### src/rtl/multdiv_arb_pkg.sv
// ---------------------------------------------------------------------------
// multdiv_arb_pkg
// Shared types and constants for the two-requester multdiv arbiter:
//   state_t          - arbiter FSM states (IDLE, ISSUE, WAIT, RESP)
//   op_t             - request opcode encoding (OP_MULT = 0, OP_DIV = 1)
//   DEFAULT_TIMEOUT  - default number of WAIT cycles before an operation
//                      is abandoned
// ---------------------------------------------------------------------------
package multdiv_arb_pkg;

    typedef enum logic [1:0] {
        ST_IDLE  = 2'd0,
        ST_ISSUE = 2'd1,
        ST_WAIT  = 2'd2,
        ST_RESP  = 2'd3
    } state_t;

    typedef enum logic {
        OP_MULT = 1'b0,
        OP_DIV  = 1'b1
    } op_t;

    localparam int DEFAULT_TIMEOUT = 40;

endpackage

### src/rtl/rr_arbiter2.sv
// ---------------------------------------------------------------------------
// rr_arbiter2
// Two-way round-robin arbiter. A sole requester is granted outright; when
// both request, the one not granted last wins. The last-grant pointer only
// moves when the grant is actually consumed (advance = 1).
//   clock, reset  - clock and synchronous active-high reset
//   req           - request vector, bit i = requester i
//   advance       - grant consumed this cycle; update the pointer
//   grant         - one-hot grant (all zero when nothing requests)
//   grant_idx     - index of the granted requester
// ---------------------------------------------------------------------------
module rr_arbiter2 (
    input  logic       clock,
    input  logic       reset,
    input  logic [1:0] req,
    input  logic       advance,
    output logic [1:0] grant,
    output logic       grant_idx
);

    logic last_q;

    always_comb begin
        // NOTE: every output gets a default before the case so no path
        // leaves it unassigned and a latch is inferred.
        grant_idx = 1'b0;
        grant     = 2'b00;
        case (req)
            2'b01:   grant_idx = 1'b0;
            2'b10:   grant_idx = 1'b1;
            2'b11:   grant_idx = ~last_q;
            default: grant_idx = 1'b0;
        endcase
        if (req != 2'b00) begin
            grant = 2'b01 << grant_idx;
        end
    end

    // Pointer comes out of reset at 1 so requester 0 wins the first tie.
    always_ff @(posedge clock) begin
        // NOTE: sequential state uses non-blocking assignments so every
        // register samples the values present before the clock edge.
        if (reset) begin
            last_q <= 1'b1;
        end else if (advance) begin
            last_q <= grant_idx;
        end
    end

endmodule

### src/rtl/multdiv_arbiter.sv
// ---------------------------------------------------------------------------
// multdiv_arbiter
// Shares one multiply/divide unit between two requesters, one operation in
// flight at a time. Sequence: IDLE (round-robin accept) -> ISSUE (one-cycle
// start strobe) -> WAIT (result or timeout) -> RESP (hold until accepted).
//   clock, reset                - clock, synchronous active-high reset
//   req_valid/req_ready [1:0]   - per-requester request handshake
//   req_op [1:0]                - per-requester opcode (0 mul, 1 div)
//   req_a, req_b [63:0]         - operands, requester i in bits [32i+31:32i]
//   md_operandA/B, md_ctrl_*    - operands and start strobes to multdiv
//   md_result/exception/RDY     - multdiv result inputs
//   rsp_valid/rsp_ready [1:0]   - per-requester response handshake
//   rsp_result/exception/timeout- shared response payload
// ---------------------------------------------------------------------------
module multdiv_arbiter
    import multdiv_arb_pkg::*;
#(
    parameter int TIMEOUT = DEFAULT_TIMEOUT
) (
    input  logic        clock,
    input  logic        reset,
    input  logic [1:0]  req_valid,
    input  logic [1:0]  req_op,
    input  logic [63:0] req_a,
    input  logic [63:0] req_b,
    output logic [1:0]  req_ready,
    output logic [31:0] md_operandA,
    output logic [31:0] md_operandB,
    output logic        md_ctrl_MULT,
    output logic        md_ctrl_DIV,
    input  logic [31:0] md_result,
    input  logic        md_exception,
    input  logic        md_resultRDY,
    output logic [1:0]  rsp_valid,
    input  logic [1:0]  rsp_ready,
    output logic [31:0] rsp_result,
    output logic        rsp_exception,
    output logic        rsp_timeout
);

    localparam int CNT_W = (TIMEOUT > 1) ? $clog2(TIMEOUT) : 1;
    localparam logic [CNT_W-1:0] CNT_LAST = CNT_W'(TIMEOUT - 1);

    state_t            state_q, state_d;
    logic [31:0]       a_q, b_q, res_q;
    op_t               op_q;
    logic              gidx_q, exc_q, tmo_q;
    logic [CNT_W-1:0]  cnt_q;

    logic [1:0]        arb_grant;
    logic              arb_idx;
    logic              xfer, cap_result, cap_timeout;

    rr_arbiter2 u_arb (
        .clock     (clock),
        .reset     (reset),
        .req       (req_valid),
        .advance   (xfer),
        .grant     (arb_grant),
        .grant_idx (arb_idx)
    );

    always_ff @(posedge clock) begin
        if (reset) begin
            state_q <= ST_IDLE;
        end else begin
            state_q <= state_d;
        end
    end

    always_comb begin
        state_d       = state_q;
        req_ready     = 2'b00;
        md_ctrl_MULT  = 1'b0;
        md_ctrl_DIV   = 1'b0;
        md_operandA   = '0;
        md_operandB   = '0;
        rsp_valid     = 2'b00;
        rsp_result    = '0;
        rsp_exception = 1'b0;
        rsp_timeout   = 1'b0;
        xfer          = 1'b0;
        cap_result    = 1'b0;
        cap_timeout   = 1'b0;
        case (state_q)
            ST_IDLE: begin
                req_ready = arb_grant;
                if ((req_valid & arb_grant) != 2'b00) begin
                    xfer    = 1'b1;
                    state_d = ST_ISSUE;
                end
            end
            ST_ISSUE: begin
                md_ctrl_MULT = (op_q == OP_MULT);
                md_ctrl_DIV  = (op_q == OP_DIV);
                md_operandA  = a_q;
                md_operandB  = b_q;
                state_d      = ST_WAIT;
            end
            ST_WAIT: begin
                md_operandA = a_q;
                md_operandB = b_q;
                // A result arriving on the last allowed cycle beats the timeout.
                if (md_resultRDY) begin
                    cap_result = 1'b1;
                    state_d    = ST_RESP;
                end else if (cnt_q == CNT_LAST) begin
                    cap_timeout = 1'b1;
                    state_d     = ST_RESP;
                end
            end
            ST_RESP: begin
                rsp_valid[gidx_q] = 1'b1;
                rsp_result        = res_q;
                rsp_exception     = exc_q;
                rsp_timeout       = tmo_q;
                // Returning to IDLE (not accepting here) keeps one idle cycle
                // between a response handshake and the next request.
                if (rsp_ready[gidx_q]) begin
                    state_d = ST_IDLE;
                end
            end
            default: state_d = ST_IDLE;
        endcase
    end

    always_ff @(posedge clock) begin
        // NOTE: the operand/result registers are cleared on reset along with
        // the control state, so nothing from an abandoned operation survives.
        if (reset) begin
            a_q    <= '0;
            b_q    <= '0;
            op_q   <= OP_MULT;
            gidx_q <= 1'b0;
            cnt_q  <= '0;
            res_q  <= '0;
            exc_q  <= 1'b0;
            tmo_q  <= 1'b0;
        end else begin
            if (xfer) begin
                a_q    <= req_a[{arb_idx, 5'd0} +: 32];
                b_q    <= req_b[{arb_idx, 5'd0} +: 32];
                op_q   <= op_t'(req_op[arb_idx]);
                gidx_q <= arb_idx;
            end
            if (state_q == ST_ISSUE) begin
                cnt_q <= '0;
            end else if (state_q == ST_WAIT) begin
                cnt_q <= cnt_q + CNT_W'(1);
            end
            if (cap_result) begin
                res_q <= md_result;
                exc_q <= md_exception;
                tmo_q <= 1'b0;
            end else if (cap_timeout) begin
                res_q <= '0;
                exc_q <= 1'b1;
                tmo_q <= 1'b1;
            end
        end
    end

endmodule

### config.mk
export PLATFORM = sky130hd
export DESIGN_NAME = multdiv_arbiter
export DESIGN_NICKNAME = d
export VERILOG_FILES = /design/src/rtl/multdiv_arb_pkg.sv /design/src/rtl/rr_arbiter2.sv /design/src/rtl/multdiv_arbiter.sv
export SDC_FILE = /design/constraint.sdc
export NUM_CORES = 1
export LEC_CHECK = 0
export CAP_MARGIN = 20
export CORE_ASPECT_RATIO = 1.1
export CORE_MARGIN = 5
export CORE_UTILIZATION = 44
export CTS_BUF_LIST = sky130_fd_sc_hd__clkbuf_8
export CTS_CLUSTER_DIAMETER = 200
export DETAILED_ROUTE_END_ITERATION = 10
export PLACE_DENSITY = 0.88
export SLEW_MARGIN = 10
export SYNTH_ARGS = -nofsm -noshare
export SYNTH_HDL_FRONTEND = slang
export SYNTH_SLANG_ARGS = --single-unit
### constraint.sdc
create_clock -name clock -period 2.7 [get_ports clock]
set_clock_uncertainty 0.15 [all_clocks]
set_input_delay 0.675 -clock clock [delete_from_list [all_inputs] [get_ports clock]]
set_output_delay 0.675 -clock clock [all_outputs]
set_load 0.01 [all_outputs]
# ---- Word-level counts from Yosys, hierarchy flattened
# Index checks and enable logic that the tools add are counted.
dict set report totals {
  reg_bits 109
  latch_bits 0
  mem_bits_rw 0
  rom_bits 0
  in_bits 170
  word_cells 71
  mem_count 0
}
dict set report op_classes {
  addsub 1
  multipliers 0
  div 0
  n_lt_le_gt_ge 3
  eq_ne 9
  shifts 3
  mux 33
  bitwise 3
  n_reduce_logical 9
}
# cell n
set op_table {}
lappend op_table {{$mux W32} 5}
lappend op_table {{$shiftx A64 B7 Y32} 2}
lappend op_table {{$mux W1} 18}
lappend op_table {{$mux W2} 7}
lappend op_table {{$eq A2 B2 Y1 const B} 4}
lappend op_table {{$pmux W2 S4} 1}
lappend op_table {{$add A6 B1 Y6 const B} 1}
lappend op_table {{$eq A6 B6 Y1 const B} 1}
lappend op_table {{$reduce_bool A2 Y1} 3}
lappend op_table {{$reduce_or A2 Y1} 3}
lappend op_table {{$lt A1 B2 Y1 const B} 2}
lappend op_table {{$ne A2 B2 Y1 const B} 2}
lappend op_table {{$ne A3 B3 Y1 const B} 1}
lappend op_table {{$reduce_and A3 Y1} 1}
lappend op_table {{$and A2 B2 Y2} 1}
lappend op_table {{$eq A2 B1 Y1 const B} 1}
lappend op_table {{$logic_not A2 Y1} 1}
lappend op_table {{$not A1 Y1} 2}
lappend op_table {{$pmux W1 S2} 1}
lappend op_table {{$shl A1 B1 Y2 const A} 1}
lappend op_table {{$demux W1 S1} 1}
lappend op_table {{$ge A1 B1 Y1 const B} 1}
lappend op_table {{$logic_and A1 B1 Y1} 1}

# ---- Depth between registers and ports, before layout
dict set report logic_depth {
  word_depth 8
  mapped_depth 7
}

# ---- Cells and area by module
# Synthesis repeated with hierarchy kept, for this count alone.
dict set report unflattened {
  cells_unflattened 546
  hier_area_um2 5152.4
}
# module n_inst cells_per_inst area_each_um2 seq_area_each_um2
set modules_own_cells {}
lappend modules_own_cells {multdiv_arbiter 1 539 5087.4 2162.1}
lappend modules_own_cells {rr_arbiter2 1 7 65.1 20.0}

# ---- Least setup slack after synthesis
# No wires, ideal clock.
dict set report synth_path {
  kind {register -> output}
  start {register state_q[0]}
  end {output port md_operandA[0]}
  t_arrival_ns 1.325
  t_required_ns 1.875
  slack_ns 0.550
  stages_incl_launch_ff 6
  path_buffers 2
  cell_sequence {dfxtp_1 > inv_1 > ha_1 > clkbuf_1 > clkbuf_1 > and2_1}
}
dict set report synth_between {
  elab_chain_cells 3
  word_cells_on_any_way 4
  classes_between {eq/ne (2); mux (1); reduce/logical (1)}
}
# item line
set synth_rtl {}
lappend synth_rtl {{start, declared} multdiv_arbiter.sv:44} ;# state_t state_q, state_d;
lappend synth_rtl {{start signal, assigned} multdiv_arbiter.sv:67} ;# state_q <= state_d;
lappend synth_rtl {{$eq A2 B1 Y1 / $eq A2 B2 Y1 (equally long branches)} multdiv_arbiter.sv:85} ;# case (state_q)
lappend synth_rtl {{$reduce_or A2 Y1 (no source line) (*)} -}
lappend synth_rtl {{$mux W32 (*)} multdiv_arbiter.sv:85}
lappend synth_rtl {{end, declared} multdiv_arbiter.sv:27} ;# output logic [31:0] md_operandA,
# Mark *: on every way between the ends. The rest lies on a longest branch, timed or not.

# ---- Worst setup path after layout
dict set report layout_path {
  start {register state_q[1]}
  end {output port md_ctrl_DIV}
}
dict set report layout_between {
  elab_chain_cells 2
}
# item line
set layout_rtl {}
lappend layout_rtl {{$eq A2 B1 Y1} multdiv_arbiter.sv:85}
lappend layout_rtl {{$mux W1} multdiv_arbiter.sv:85}
lappend layout_rtl {{end, declared} multdiv_arbiter.sv:30} ;# output logic md_ctrl_DIV,
# No other way between the ends.

==> summary.txt <==
Setup path
  • R2r setup slk: 0.75 ns
  • Max stage delay on crit path: 0.55 ns
  • Worst-path cell chain: inv_1, ha_2, and2_1, clkdlybuf4s50_1
  • Critical Path Stages: 4
  • Slowest stage cell, crit path: clkdlybuf4s50_1
  • Data arrival time of the critical path: 1.81 ns
  • Crit Path Class: register to output pin
  • Worst Setup End Kind: output pin
  • Max FO, Critical Path: 4
  • Crit-path leading delay family: buffers and inverters
  • Worst reg2reg path depth: 5
  • Required time of the critical path: 1.88 ns
  • Buf/Inv on CP: 2
  • Critical Path Start Type: register

Flow run
  • Max Cap Viol: 0

Cells and area
  • Most frequent cells in the layout: 195 x clkdlybuf4s50_1, 107 x dfxtp_1, 101 x and2_1
  • Layout cells sized above 1: 11.49%
  • Post-layout nets: 971
  • Layout area overhead: 58.96%
  • Most common cell after layout, fill and taps aside: clkdlybuf4s50_1
  • Antenna cells: 0

Clocking
  • CTS max path bufs: 2
  • Clock root cell: clkbuf_8
  • CTS Buf Count: 9
  • CTS tree: yes
  • H-tree levels: 3
  • Worst skew pair latency: 0.37 ns
  • CTS sink cnt: 109
  • Post-CTS Setup Bufs: 0
  • Worst-path clk slew: 0.10 ns

Floorplan
  • Effective utilization at floorplan: 44.52%
  • Io pins: 274
  • Core footprint: 0.01193 sq mm
  • Die area: 0.01437 sq mm
  • Chip height: 125.2 microns
  • Die width: 114.8 microns
  • Rows: 42

STA
  • PnR worst setup slack: 0.06739 ns
  • # setup viols final: 0
  • Setup TNS: 0 ns
  • FMAX: 0.3799 GHz
  • Slew @ Worst Pin: 0.5819 ns
  • Worst hold slack: 0.3367 ns
  • Final Max Tran Viols: 0
  • RSZ-0062 raised after global routing: true
  • Relative slew slack: 61.21%
  • Period minus WS final: 2.633 ns
  • Crit share post-route: 97.50%
  • Hold Fails Final Rpt: 0

Synth
  • Register area share after synthesis: 41.08%
  • Synth Warn #: 0
  • Share of the synthesized area in the top cell type: 41.08%
  • Mapped cell area: 0.005311 sq mm
  • Post-synth ARST share: 0%
  • Post-synth top area cell: dfxtp_1
  • Area contributors post-synth: dfxtp_1 41%, mux2i_1 13%, and2_1 12%
  • Syn nets: 718
  • Post-Synthesis Cells: 543
  • Yosys reg bits: 109
  • Ys flop type: dfxtp_1
  • Syn avg cell area: 9.781 sq um
  • Yosys cell types: 32
  • Post-synth EDFFs: 0

Detailed routing
  • Via count: 4852
  • Iter 0 DRT Violations: 122
  • Wire per inst: 17.01 microns
  • DRT Pass-1 Iters: 4
  • Routed WL: 16250 microns
  • Vias per cell: 5.081
  • ANT nets after route: 0
  • DRC violations left: 0

Global routing
  • First-pass GRT wire length: 25110 microns
  • Vias in the first global route: 5077
  • Largest net degree at the start of global routing: 52
  • Grt ovf: 0
  • Antenna violations before repair: 0
  • GRT Util Overall: 21.70%

Power and ir drop
  • Internal: 4015 uW
  • Peak VDD IR: 386.3 uV
  • Net Sw Power: 2270 uW
  • Combinational power share: 48.1%
  • Pwr Total: 6285 uW
  • Leak: 0.003728 uW
  • Clock Power Share: 16.8%
  • Flop pwr share: 35.0%
  • PwrDens: 744.4 mW/mm^2
  • Sw Share: 36.11%

Place
  • Worst slack, placed: -0.2787 ns
  • # port buffers: 273
  • Dpl hpwl: 12070 microns
  • Final RePlAce weighted congestion: 0.8009

Run status
  • Outcome: complete, no violations

Hold path
  • Worst hold stages: 1
  • Min-delay worst type: register to register
-- per-stage QoR --
stage               cell area, sq um  cells  utilization [%]
detailed placement              8172    937            68.50
global placement                8172    937            68.50
global route                    8443    955            70.78
finish                          8443    955            70.78
floorplan                       5311    543                -
CTS                             8364    954            70.12
-- metal layers --
layer  part of all wire (%)  GRT usage (%)
met2                     50          37.96
met5                      0              0
met3                    9.2          7.927
met1                     39          23.86
met4                    2.5          7.873
-- synth_stat cells, types with 3 or more instances --
library cell,instances
nor2b_1,3
and2_1,101
a22o_1,32
dfxtp_1,109
a211oi_1,27
nand2_1,4
a211oi_2,40
buf_4,6
ha_1,5
buf_6,5
mux2i_1,68
clkbuf_1,25
nor2_1,76
xor2_1,3
inv_1,4
a21oi_1,4
buf_2,12
-- sequential cells by signal (all words and copies together), names as in the netlist --
signal	cells
a_q	32
b_q	32
res_q	32
cnt_q	6
state_q	2
exc_q	1
gidx_q	1
op_q	1
tmo_q	1
u_arb.last_q	1
-- final timing paths --
path / from / end
max: state_q[1] / md_ctrl_DIV
min: res_q[18] / res_q[18]
max reg2reg: state_q[0] / cnt_q[5]
min reg2reg: res_q[18] / res_q[18]
-- cell families after synthesis --
| family | count (synthesis) | share of synthesized area, % |
|---|---|---|
| compound gates | 113 | 20.35 |
| simple gates | 192 | 18.82 |
| fa+ha+maj | 5 | 1.178 |
| mux | 68 | 12.82 |
| xor+xnor | 4 | 0.6597 |
| buf+inv | 52 | 5.088 |
| flops | 109 | 41.08 |
-- final cells by class --
type                            count  area [sq um]
Tap cell                          154         192.7
Clock inverter                      7         88.84
Timing Repair Buffer              290          2932
Sequential cell                   109          2187
Fill cell                         878          3486
Clock buffer                        9         123.9
Inverter                            4         15.01
Multi-Input combinational cell    382          2904
-- power by group through the flow --
stage	sequential (uW)	clock, uW	combinational, uW
2_1_floorplan	2170	0	1780
3_3_place_gp	2200	0	2960
3_5_place_dp	2230	0	3050
4_1_cts	2190	1090	3040
5_1_grt	2260	1160	3310
6_report	2200	1060	3020
-- what timing repair did --
action,in CTS,in global routing
resized for setup,66,55
endpoints found under the setup margin,102,69
gates cloned,1,1
hold buffers,0,0
pin swaps,0,1
No activity file was read; power rests on OpenSTA's default activity.
